## config.mk

```make
export PLATFORM = sky130hd
export DESIGN_NAME = sig_control
export DESIGN_NICKNAME = d
export VERILOG_FILES = /design/src/rtl/sig_pkg.sv /design/src/rtl/sig_delay_counter.sv /design/src/rtl/sig_control.sv
export SDC_FILE = /design/constraint.sdc
export NUM_CORES = 1
export LEC_CHECK = 0
export BUFFER_PORTS_ARGS = -buffer_cell sky130_fd_sc_hd__buf_2
export CAP_MARGIN = 20
export CORE_AREA = 2 2 39 41
export CTS_CLUSTER_SIZE = 30
export DETAILED_ROUTE_END_ITERATION = 12
export DIE_AREA = 0 0 41 43
export GPL_ROUTABILITY_DRIVEN = 0
export GPL_TIMING_DRIVEN = 0
export HOLD_SLACK_MARGIN = 0.05
export PLACE_DENSITY_LB_ADDON = 0.08
export SLEW_MARGIN = 20
export SYNTH_ARGS = -nofsm -noshare
export SYNTH_HDL_FRONTEND = slang
export SYNTH_SLANG_ARGS = --single-unit
```

## constraint.sdc

```tcl
create_clock -name clock -period 3 [get_ports clock]
set_input_delay 0.45 -clock clock [delete_from_list [all_inputs] [get_ports clock]]
set_output_delay 0.45 -clock clock [all_outputs]
set_load 0.05 [all_outputs]
```

## src/rtl/sig_pkg.sv

```systemverilog
`default_nettype none
// ============================================================================
// Module   : sig_pkg
// Purpose  : Shared definitions for the highway/country-road signal
//            controller: light colour codes, the FSM state encoding and a
//            helper that sizes the dwell-time counter.
// Revision : 1.0  initial release
// ============================================================================
package sig_pkg;

    // Light colour encoding seen by the signal-head encoders (3 is unused).
    localparam logic [1:0] RED    = 2'd0;
    localparam logic [1:0] YELLOW = 2'd1;
    localparam logic [1:0] GREEN  = 2'd2;

    // Controller states.
    typedef enum logic [2:0] {
        S0 = 3'd0,   // highway green
        S1 = 3'd1,   // highway yellow
        S2 = 3'd2,   // all red
        S3 = 3'd3,   // country green
        S4 = 3'd4    // country yellow
    } state_t;

    // Counter width: clog2 of the longest dwell, but never below one bit.
    // The counter only has to reach DELAY-1, so clog2(DELAY) bits suffice.
    function automatic int cnt_width(input int a, input int b);
        int m;
        m = (a > b) ? a : b;
        return (m > 1) ? $clog2(m) : 1;
    endfunction

endpackage : sig_pkg
`default_nettype wire

```

## src/rtl/sig_delay_counter.sv

```systemverilog
`default_nettype none
// ============================================================================
// Module   : sig_delay_counter
// Purpose  : Dwell-time counter for the timed controller states. Restarts at
//            zero whenever the state changes and flags the final cycle.
// Ports    : clock   - system clock (rising edge)
//            clear   - synchronous active-high reset
//            restart - state is changing at this edge; counter reloads 0
//            enable  - current state is a timed state; count advances
//            last    - terminal count (dwell length minus one)
//            done    - high during the last cycle of the dwell
// Revision : 1.0  initial release
// ============================================================================
module sig_delay_counter #(
    parameter int WIDTH = 2
) (
    input  logic             clock,
    input  logic             clear,
    input  logic             restart,
    input  logic             enable,
    input  logic [WIDTH-1:0] last,
    output logic             done
);

    logic [WIDTH-1:0] r_count;

    always_ff @(posedge clock) begin
        if (clear || restart) begin
            r_count <= '0;
        end else if (enable) begin
            r_count <= r_count + WIDTH'(1);
        end
    end

    // The terminal value is compared rather than a limit so that the limit
    // itself never needs an extra bit when it is a power of two.
    assign done = enable && (r_count == last);

endmodule : sig_delay_counter
`default_nettype wire

```

## src/rtl/sig_control.sv

```systemverilog
`default_nettype none
// ============================================================================
// Module   : sig_control
// Purpose  : Moore-type traffic-signal controller. Highway rests on green;
//            a country-road car (X) triggers highway yellow, all red, and
//            country green held while X stays high, then country yellow and
//            back to highway green.
// Ports    : clock - system clock, all state updates on its rising edge
//            clear - synchronous active-high reset to highway green
//            X     - country-road car sensor, 1 = car present
//            hwy   - highway light colour   (0=RED 1=YELLOW 2=GREEN)
//            cntry - country light colour   (same encoding)
// Revision : 1.0  initial release
// ============================================================================
module sig_control
    import sig_pkg::*;
#(
    parameter int Y2RDELAY = 3,   // cycles in each yellow state
    parameter int R2GDELAY = 2    // cycles in the all-red state
) (
    input  logic       clock,
    input  logic       clear,
    input  logic       X,
    output logic [1:0] hwy,
    output logic [1:0] cntry
);

    localparam int CNT_W = cnt_width(Y2RDELAY, R2GDELAY);

    // Dwell lengths below one cycle cannot be represented.
    generate
        if (Y2RDELAY < 1) begin : g_bad_y2r
            $error("sig_control: Y2RDELAY must be >= 1");
        end
        if (R2GDELAY < 1) begin : g_bad_r2g
            $error("sig_control: R2GDELAY must be >= 1");
        end
    endgenerate

    localparam logic [CNT_W-1:0] Y_LAST = CNT_W'(Y2RDELAY - 1);
    localparam logic [CNT_W-1:0] R_LAST = CNT_W'(R2GDELAY - 1);

    state_t           r_state;
    state_t           w_state_next;
    logic             w_timed;
    logic [CNT_W-1:0] w_last;
    logic             w_done;
    logic             w_restart;

    // ------------------------------------------------------------------
    // State register
    // ------------------------------------------------------------------
    always_ff @(posedge clock) begin
        if (clear) begin
            r_state <= S0;
        end else begin
            r_state <= w_state_next;
        end
    end

    // ------------------------------------------------------------------
    // Dwell selection depends only on the current state, kept apart from
    // the next-state logic so the done flag has no path through it.
    // ------------------------------------------------------------------
    always_comb begin
        w_timed = 1'b0;
        w_last  = '0;
        case (r_state)
            S1, S4: begin
                w_timed = 1'b1;
                w_last  = Y_LAST;
            end
            S2: begin
                w_timed = 1'b1;
                w_last  = R_LAST;
            end
            default: begin
                w_timed = 1'b0;
                w_last  = '0;
            end
        endcase
    end

    // Counter reloads on every state change so each entry starts at zero.
    assign w_restart = (w_state_next != r_state);

    sig_delay_counter #(
        .WIDTH (CNT_W)
    ) u_delay (
        .clock   (clock),
        .clear   (clear),
        .restart (w_restart),
        .enable  (w_timed),
        .last    (w_last),
        .done    (w_done)
    );

    // ------------------------------------------------------------------
    // Next-state logic. X is only looked at in the two untimed states,
    // so a request during a timed phase never shortens or restarts it.
    // ------------------------------------------------------------------
    always_comb begin
        w_state_next = r_state;
        case (r_state)
            S0:      if (X)      w_state_next = S1;
            S1:      if (w_done) w_state_next = S2;
            S2:      if (w_done) w_state_next = S3;
            S3:      if (!X)     w_state_next = S4;
            S4:      if (w_done) w_state_next = S0;
            default:             w_state_next = S0;
        endcase
    end

    // ------------------------------------------------------------------
    // Output decode straight from the state register (no path from X).
    // ------------------------------------------------------------------
    always_comb begin
        hwy   = RED;
        cntry = RED;
        case (r_state)
            S0: begin hwy = GREEN;  cntry = RED;    end
            S1: begin hwy = YELLOW; cntry = RED;    end
            S2: begin hwy = RED;    cntry = RED;    end
            S3: begin hwy = RED;    cntry = GREEN;  end
            S4: begin hwy = RED;    cntry = YELLOW; end
            default: begin hwy = RED; cntry = RED;  end
        endcase
    end

endmodule : sig_control
`default_nettype wire

```

# Word-level counts from Yosys, hierarchy flattened
# Cells that the tools add are included.
dict set report op_classes {
  eq_ne 6
  n_mux 10
  add_sub_neg 1
  n_reduce_logical 5
}
# cell count
set ops {}
lappend ops {{3-bit 2-to-1 mux} 5}
lappend ops {{3-bit case mux with 5 select lines} 1}
lappend ops {{2-bit case mux with 2 select lines} 3}
lappend ops {{3-bit by 2-bit equality test with 1-bit output, second input constant} 2}
lappend ops {{3-bit by 1-bit equality test with 1-bit output, second input constant} 1}
lappend ops {{3-bit equality test, second input constant} 1}
lappend ops {{3-bit zero test} 1}
lappend ops {{3-bit inequality test} 1}
lappend ops {{3-bit OR reduction} 1}
lappend ops {{2-bit by 1-bit adder with 2-bit output, second input constant} 1}
lappend ops {{2-bit equality test} 1}
lappend ops {{2-bit OR reduction} 1}
lappend ops {{1-bit logical AND} 1}
lappend ops {{1-bit logical OR} 1}
lappend ops {{1-bit 2-to-1 mux} 1}
dict set report word_totals {
  out_inout_bits 4
  word_cells 24
  reg_bits 5
  inputBits 3
}

# Depth between registers and ports, before layout
# Gate-level depths: netlist of the first run.
dict set report depth {
  depth_word 9
  ltp_mapped 5
  ltp_nobuf 4
}

# Cells and area by module
# A second synthesis of the first run with hierarchy kept.
dict set report unflattened {
  hier_cells 43
  hier_area_um2 361.6
}
# mod n_inst cells_each area_per_inst_um2 seq_area_each_um2
set modules_own_cells {}
lappend modules_own_cells {sig_control 1 33 254.0 60.1}
lappend modules_own_cells {sig_delay_counter 1 10 107.6 40.0}

# Worst setup path after synthesis of the first run
# No wires, ideal clock.
dict set report synth_timing {
  path_kind {register to output}
  start {register r_state[0]}
  end {output port hwy[1]}
  n_path_buf 1
  path_stages_with_launch 3
  setup_slack_ns 1.006
  required_ns 2.550
  arrival_ns 1.544
  cell_sequence {dfxtp_1 > buf_6 > nor3_1}
}
dict set report synth_via {
  elab_chain_len 2
  elab_cells_between_ends 3
  classes_between {eq/ne (1); mux (1); reduce/logical (1)}
}
# item line_no
set synth_rtl {}
lappend synth_rtl {{start, declared} sig_control.sv:43} ;# state_t r_state;
lappend synth_rtl {{start signal, assigned} sig_control.sv:57} ;# r_state <= w_state_next;
lappend synth_rtl {{3-bit by 1-bit equality test with 1-bit output / 3-bit zero test (equally long branches)} sig_control.sv:120} ;# case (r_state)
lappend synth_rtl {{2-bit case mux with 2 select lines *} sig_control.sv:120}
lappend synth_rtl {{end, declared} sig_control.sv:24} ;# output logic [1:0] hwy,
# Every way passes the cells marked *; elsewhere a longest branch is shown, timed or not.

# Worst setup path after layout of the first run
dict set report layout_timing {
  start {register r_state[0]}
  end {output port cntry[1]}
}
dict set report layout_via {
  elab_chain_len 2
  elab_cells_between_ends 3
  classes_between {eq/ne (2); mux (1)}
}
# item line_no
set layout_rtl {}
lappend layout_rtl {{3-bit equality test / 3-bit by 2-bit equality test with 1-bit output (equally long branches)} sig_control.sv:120}
lappend layout_rtl {{2-bit case mux with 2 select lines *} sig_control.sv:120}
lappend layout_rtl {{end, declared} sig_control.sv:25} ;# output logic [1:0] cntry
# Marks and branches as above.

==> impl_metrics.ini, run 1 <==
[layout]
post-route-util_pct = 34.4
antenna_cells = 0
fin_nets = 59
drive_gt1_share_pct = 41.8
area_growth_pct = 19.4
instances_no_fill = 71

[logic_synthesis]
synth_top_area_share_pct = 25.1
syn_inst = 45
synth_warnings = 0
netlist_area_um2 = 399
ys_seq_area_share_pct = 25.1
synthArstFlopShare_pct = 0
synthFlopType = dfxtp_1
synth_area_leaders = dfxtp_1, buf_6, nor3b_4
yosysTopAreaCell = dfxtp_1
synth_edf_count = 0
synth.avg_cell_area_um2 = 8.87
ys_ff_latch = 5
syn-num-nets = 48
synth_cell_types = 28

[die]
core_um2 = 1380
ios = 7
die-area_um2 = 1760
die_w_um = 41
start_util_pct = 28.8
fp-row-count = 14
die_y_um = 43

[power_and_ir_drop]
p_per_area_nw_per_um2 = 456
ir_drop_v = 0.000268
clkPwrFrac_pct = 35.8
p_switching_uw = 72.3
pwr-share-comb_pct = 27.8
power.internal_uw = 145
power_uw = 217
power_frac_seq_pct = 36.4
leakage_uw = 0.000199
sw_frac_of_total_pct = 33.3

[worst_setup_path]
slowest_stage = dfxtp_1
cp.arrival_ns = 1.37
worstPathRequired_ns = 2.55
critical-path-max-stage-delay_ns = 0.39
cp_cell_sequence = buf_6, inv_1, nor3_2, buf_2
endpoint_kind = output port
worst_setup_path_start_kind = register
path_class = reg -> out
path_max_fanout = 10
reg2reg_depth = 4
reg2reg_slack_ns = 1.77

[cts]
cts_buffer_depth = 2
cts.clk_slew.worst_paths_ns = 0.05
cts_tree = built
cts_setup_buffers = 0
cts_resized = 0
clk_latency_ns = 0.24
root_buffer = clkbuf_4
htree_num_levels = 1
clock_sinks = 5
holdBufCountCts = 0
cts_buffers = 3

[sta]
tightest_slew_ns = 0.285
setup_viol = 0
finalSetupTns_ns = 0
clock.fmax_mhz = 550
fin_skew_ns = 0.000268
hold_viol_final = 0
layout_setup_ws_ns = 1.18
min_period_ns = 1.82
finalCritPeriodShare_pct = 60.6
finalMaxSlewViolations = 0
rsz0062_at_grt = no
slew_headroom_pct = 80.9

[route]
firstDrtPassIters = 4
vias = 354
drc = 0
drt_iter0_drc = 3
wl_um = 861
vias_per_cell = 4.99
drt-wirelength-per-cell_um = 12.1
drtAntennaViolNets = 0

[place]
io_buffers = 6
dp.cells = 67
hpwl_um = 669
dp_slack_ns = 1.44

[global_routing]
grt_max_degree = 11
antenna_found_initial = 0
grt_pass1_wl_um = 1420
grt_use_total_pct = 12.1
grt_remaining_overflow = 0
grt_pass1_vias = 336

[flow_run]
max_cap_violations = 0

[outcome]
status = finished clean

[min_path]
hold_path.class = in -> reg
min_path_cells = 2
[layer usage]
layer  global-route usage (%)  wire (um)  up-vias
li1                         -          -      182
met1                     14.9        395      164
met2                     18.4        429        8
met3                     4.71         36        0
met4                     4.00          0        0
met5                        0          0        -
[state kept, by name (all words and copies together), names as in the netlist]
signal,count
u_delay.r_count,2
r_state,3
[metrics by stage]
stage                     hold WS (ns)  instance area, um2
after floorplan                  0.492                 399
after global placement           0.561                 449
after detailed placement         0.572                 449
after CTS                        0.461                 477
after global routing             0.458                 477
final                            0.476                 477
[worst max-delay path, delay by kind of cell (launching register included)]
kind / cells / cell delay, ns
buffers and inverters: 3 / 0.53
DFF: 1 / 0.39
and+or+nand+nor: 1 / 0.20
[layout by cell type, fill, tap and decap left out]
cell type,count
buf_2,6
dfxtp_1,5
buf_6,3
nor3_1,3
inv_1,3
o21ai_1,3
clkbuf_4,3
a21oi_1,2
nand2_1,2
xor2_1,2
a22oi_1,2
nor2_1,2
nor3b_4,1
inv_2,1
nor3_2,1
and3_1,1
nand3_1,1
nor2_2,1
and2b_4,1
a2111oi_2,1
a211oi_2,1
nor2b_1,1
nand2b_1,1
a2111o_1,1
o211ai_2,1
a211oi_1,1
and2b_2,1
nor3b_2,1
a31oi_1,1
or2b_1,1
clkinv_2,1
[final timing paths]
kind / start / to
max: r_state[0]$_SDFF_PP0_ / cntry[1]
min: clear / r_state[0]$_SDFF_PP0_
max reg2reg: u_delay.r_count[1]$_SDFFE_PP0P_ / u_delay.r_count[0]$_SDFFE_PP0P_
min reg2reg: r_state[2]$_SDFF_PP0_ / r_state[0]$_SDFF_PP0_
[cell usage after synthesis (2+ instances only)]
master	count
a21oi_1	2
a22oi_1	2
buf_6	3
dfxtp_1	5
inv_1	3
nand2_1	2
nor2_1	2
nor3_1	3
o21ai_1	3
xor2_1	2
[cell families after synthesis]
| family | after synthesis | share of synthesized area [%] |
|---|---|---|
| flops | 5 | 25.1 |
| compound gates | 13 | 26.3 |
| xor+xnor | 2 | 4.39 |
| buf+inv | 7 | 12.2 |
| simple gates | 18 | 32.0 |
[layout make-up]
type | instances | area (um2)
timing repair buffer | 6 | 30.0
clock buffer | 3 | 22.5
buffer | 3 | 33.8
clock inverter | 1 | 5.00
fill | 154 | 907
sequential | 5 | 100
multi-input combinational | 33 | 250
inverter | 4 | 15.0
tap | 16 | 20.0
[power by group through the flow]
stage	logic, uW	registers [uW]	clock network [uW]
6_report	60.4	79.2	77.7
3_3_place_gp	59.6	80.1	0
4_1_cts	60.9	79.1	82.0
5_1_grt	66.2	79.8	87.2
2_1_floorplan	49.4	78.0	0
3_5_place_dp	60.6	80.3	0
(Power assumes the default switching activity.)
==> inputs of run 2 (changes only) <==
==> constraint.sdc (replaced) <==
create_clock -name clock -period 1.55 [get_ports clock]
set_input_delay 0.2325 -clock clock [delete_from_list [all_inputs] [get_ports clock]]
set_output_delay 0.2325 -clock clock [all_outputs]
set_load 0.05 [all_outputs]
==> run 2 against run 1 <==
- first-iteration DRC count increased by 33%
- sequential share of layout area decreased by 0.59 points
- count of clock-buffer cells in the layout increased by 1
- register-to-register slack got worse by 1.5 ns
- flip-flop and latch count unchanged
- global-route usage increased by 0.92 points
- die area unchanged
- combinational power increased by 99%
- clock skew about the same
- critical path type unchanged
- largest cell class unchanged
==> impl_metrics.ini, run 2 (synthesis results as in run 1) <==
[cts]
holdBufCountCts = 0
cts_buffers = 3
cts.clk_slew.worst_paths_ns = 0.04
htree_num_levels = 1
cts_tree = built
root_buffer = clkbuf_4
clk_latency_ns = 0.24
clock_sinks = 5
cts_buffer_depth = 2

[layout]
final_cell_mix = buf_6, buf_2, dfxtp_1
instances_no_fill = 71
top_register = r_state
antenna_cells = 0
area_growth_pct = 24.5
regArea_um2 = 101
nFillCells = 151
fin_nets = 59
drive_gt1_share_pct = 43.6
largestRegisters = r_state (3), u_delay.r_count (2)
multi_input_area_um2 = 262
design_area_um2 = 497
largest_register_ffs = 3

[worst_setup_path]
reg2reg_slack_ns = 0.31
rr_endpoint = u_delay.r_count[0]$_SDFFE_PP0P_
rr_startpoint = u_delay.r_count[0]$_SDFFE_PP0P_
endpoint_kind = output port
worstPathRequired_ns = 1.32
worst_setup_path_start_kind = register
path_max_fanout = 10
critPathLaunch = r_state[0]$_SDFF_PP0_
cp.arrival_ns = 1.24
path_class = reg -> out
reg2reg_depth = 4

[power_and_ir_drop]
power_uw = 426
leakage_uw = 0.000200
p_per_area_nw_per_um2 = 857
ir_drop_v = 0.000318

[route]
wl_um = 840
vias_per_cell = 4.94
firstDrtPassIters = 2
drc = 0
vias = 351
drt-wirelength-per-cell_um = 11.8
drt_iter0_drc = 4
drtAntennaViolNets = 0

[global_routing]
antenna_found_initial = 0
grt_max_degree = 11
grt_pass1_vias = 346
grt_remaining_overflow = 0
grt_pass1_wl_um = 1500
grt_use_total_pct = 13.0

[sta]
layout_setup_ws_ns = 0.0820
finalMaxSlewViolations = 0
finalCritPeriodShare_pct = 94.7
clock.fmax_mhz = 681
hold_viol_final = 0
finalSetupTns_ns = 0
slew_headroom_pct = 82.5
tightest_slew_ns = 0.261
setup_viol = 0
min_period_ns = 1.47
fin_skew_ns = 0.000263
rsz0062_at_grt = no

[min_path]
hold_path.class = in -> reg
holdPathEnd = r_state[0]$_SDFF_PP0_
min_path_cells = 2
min-delay-start = clear

[place]
io_buffers = 6
hpwl_um = 641
dp_slack_ns = 0.203
dp.cells = 67
dpl_cell_area_um2 = 460

[die]
core_um2 = 1380
fp-row-count = 14
die_y_um = 43
die_w_um = 41
die-area_um2 = 1760
ios = 7
start_util_pct = 28.8

[outcome]
status = finished clean

[flow_run]
max_cap_violations = 0
==> run 2: metal layers <==
metal | wire length (um) | share of wire (%) | vias up | GRT usage [%]
met5 | 0 | 0 | - | 0
met4 | 7 | 0.83 | 0 | 8.00
met3 | 26 | 3.1 | 2 | 4.71
met2 | 401 | 48 | 4 | 16.6
met1 | 404 | 48 | 162 | 17.9
li1 | - | - | 183 | -
==> run 2: critical path, cell delays in order, from the launching register on <==
cell and delay, ns:
dfxtp_2 0.33, buf_6 0.14, inv_1 0.13, and3_1 0.19, buf_4 0.20
==> run 2: repair_timing <==
item                                    in CTS  in global routing
gates resized for setup                      3                  1
endpoints found under the setup margin       2                  2
buffers inserted                             0                  0
==> run 2: worst max-delay path by stage <==
stage | depth (start not counted) | slack, ns | endpoint
2_1_floorplan | 5 | 0.07 | u_delay.r_count[1]$_SDFFE_PP0P_
3_3_place_gp | 4 | 0.23 | cntry[1]
3_5_place_dp | 4 | 0.20 | cntry[1]
5_1_grt | 4 | 0.006 | cntry[1]
4_1_cts | 4 | 0.01 | cntry[1]
6_report | 4 | 0.08 | cntry[0]
==> run 2: layout make-up <==
class / count / share of cell area [%]
multi-input cells: 33 / 52.6
flip-flops and latches: 5 / 20.4
repair buffers: 6 / 7.81
plain buffers: 3 / 6.80
clock buffers: 4 / 5.29
well taps: 16 / 4.03
inverters: 4 / 3.02
==> run 2: power by group <==
| part | internal, uW | total [uW] | switching [uW] |
|---|---|---|---|
| logic | 50.0 | 120 | 69.7 |
| clock network | 97.4 | 153 | 55.2 |
| registers | 139 | 153 | 13.8 |
| total | 287 | 426 | 139 |
==> run 2: metrics by stage <==
| step | util [%] | hold WS (ns) |
|---|---|---|
| 2_1_floorplan | - | 0.305 |
| 3_3_place_gp | 33.3 | 0.498 |
| 3_5_place_dp | 33.3 | 0.503 |
| 4_1_cts | 35.8 | 0.238 |
| 5_1_grt | 35.9 | 0.245 |
| 6_report | 35.9 | 0.237 |
==> inputs of run 3 (changes only) <==
--- a/config.mk
+++ b/config.mk
@@ -15,6 +15,7 @@
 export GPL_TIMING_DRIVEN = 0
 export HOLD_SLACK_MARGIN = 0.05
 export PLACE_DENSITY_LB_ADDON = 0.08
+export SKIP_CTS_REPAIR_TIMING = 1
 export SLEW_MARGIN = 20
 export SYNTH_ARGS = -nofsm -noshare
 export SYNTH_HDL_FRONTEND = slang
==> constraint.sdc (replaced) <==
create_clock -name clock -period 1.55 [get_ports clock]
set_input_delay 0.0775 -clock clock [delete_from_list [all_inputs] [get_ports clock]]
set_output_delay 0.0775 -clock clock [all_outputs]
set_load 0.05 [all_outputs]
==> run 3 against run 2 <==
- clock skew grew 0.0010 ns
- global-route usage is the same
- clock power grew 3%
- count of clock-buffer cells in the layout did not move
- total power increased by 1.2%
- core utilization fell by 0.72 points
- setup slack better by 0.026 ns
- via count grew 2.0%
- cell area down 2.0%
- routed wire length rose by 2.7%
- highest routed layer unchanged
- critical path depth is the same
- die area stayed put
- critical path type unchanged
- critical endpoint is now cntry[1]
==> impl_metrics.ini, run 3 (synthesis results as in run 1) <==
[power_and_ir_drop]
p_switching_uw = 144
power.internal_uw = 286
pwr-share-comb_pct = 27.8
ir_drop_v = 0.000320
sw_frac_of_total_pct = 33.5
p_per_area_nw_per_um2 = 885
power_uw = 431
clkPwrFrac_pct = 36.6
leakage_uw = 0.000199
power_frac_seq_pct = 35.6

[route]
drtAntennaViolNets = 0
drt-wirelength-per-cell_um = 12.2
wl_um = 863
vias = 358
firstDrtPassIters = 2
vias_per_cell = 5.04
drc = 0
drt_iter0_drc = 3

[layout]
design_area_um2 = 487
largestRegisters = r_state (3), u_delay.r_count (2)
fin_nets = 59
drive_gt1_share_pct = 41.8
largest_register_ffs = 3
area_growth_pct = 21.9
antenna_cells = 0
post-route-util_pct = 35.2
top_register = r_state
final_common_cell = buf_2
final_cell_mix = buf_2, dfxtp_1

[cts]
clock_sinks = 5
clk_latency_ns = 0.25
cts_buffers = 3
cts_tree = built
htree_num_levels = 1
cts_buffer_depth = 2
root_buffer = clkbuf_4
cts.clk_slew.worst_paths_ns = 0.04

[worst_setup_path]
endpoint_kind = output port
cp.arrival_ns = 1.36
worst_setup_path_start_kind = register
cp_top_family = buffers and inverters
crit_buf_inv = 3
slowest_stage = dfxtp_1
path_max_fanout = 10
path_class = reg -> out
worstPathRequired_ns = 1.47
cp_cell_sequence = buf_6, inv_1, nor3_4, buf_2
critical-path-max-stage-delay_ns = 0.38

[sta]
min_period_ns = 1.44
hold_viol_final = 0
clock.fmax_mhz = 693
rsz0062_at_grt = no
finalCritPeriodShare_pct = 93.0
slew_headroom_pct = 82.5
fin_skew_ns = 0.00128
tightest_slew_ns = 0.261
finalMaxSlewViolations = 0
setup_viol = 0
finalSetupTns_ns = 0

[outcome]
status = finished clean

[place]
dpl_cell_area_um2 = 460
io_buffers = 6
hpwl_um = 641

[die]
core_um2 = 1380
die-area_um2 = 1760
ios = 7
die_y_um = 43
die_w_um = 41
fp-row-count = 14
start_util_pct = 28.8

[global_routing]
grt_max_degree = 11
grt_use_total_pct = 13.0
grt_pass1_wl_um = 1500
grt_remaining_overflow = 0
grt_pass1_vias = 347
antenna_found_initial = 0

[flow_run]
max_cap_violations = 0

[min_path]
hold_path.class = in -> reg
## run 3: per-stage QoR
step	worst slack (ns)	hold WS (ns)	instances
6_report	0.108	0.0897	71
5_1_grt	0.00898	0.0972	71
4_1_cts	0.0864	0.0835	71
3_5_place_dp	0.312	0.348	67
3_3_place_gp	0.331	0.343	67
2_1_floorplan	0.0688	0.150	45
## run 3: worst reg2reg max path, cell delays in order (launching register included)
cell	delay, ns
dfxtp_1	0.45
nand2b_1	0.09
a2111o_1	0.42
o211ai_2	0.10
nor3b_2	0.07
## run 3: worst paths after layout
kind	end	slack (ns)	cells past startpoint	from
setup / recovery	cntry[1]	0.11	4	r_state[0]$_SDFF_PP0_
hold / removal	r_state[1]$_SDFF_PP0_	0.09	2	clear
setup reg to reg	u_delay.r_count[0]$_SDFFE_PP0P_	0.30	4	u_delay.r_count[0]$_SDFFE_PP0P_
hold reg to reg	r_state[0]$_SDFF_PP0_	0.55	1	u_delay.r_count[1]$_SDFFE_PP0P_
## run 3: power by group through the flow
stage / sequential (uW) / combinational, uW / clock, uW
after global placement: 156 / 118 / 0
after global routing: 156 / 129 / 169
final: 153 / 120 / 158
after CTS: 153 / 120 / 162
after detailed placement: 156 / 120 / 0
after floorplan: 151 / 98.5 / 0
## run 3: cell type report
| cell class | instances | area (um2) |
|---|---|---|
| fillers | 153 | 897 |
| multi-input cells | 33 | 262 |
| flip-flops and latches | 5 | 100 |
| plain buffers | 3 | 33.8 |
| repair buffers | 6 | 30.0 |
| clock buffers | 4 | 26.3 |
| well taps | 16 | 20.0 |
| inverters | 4 | 15.0 |
## run 3: routing by layer
metal  global-route usage (%)  wire [um]  vias up
li1                         -          -      182
met1                     17.9        422      164
met2                     16.6        374        7
met3                     4.71         39        5
met4                     8.00         28        0
met5                        0          0        -
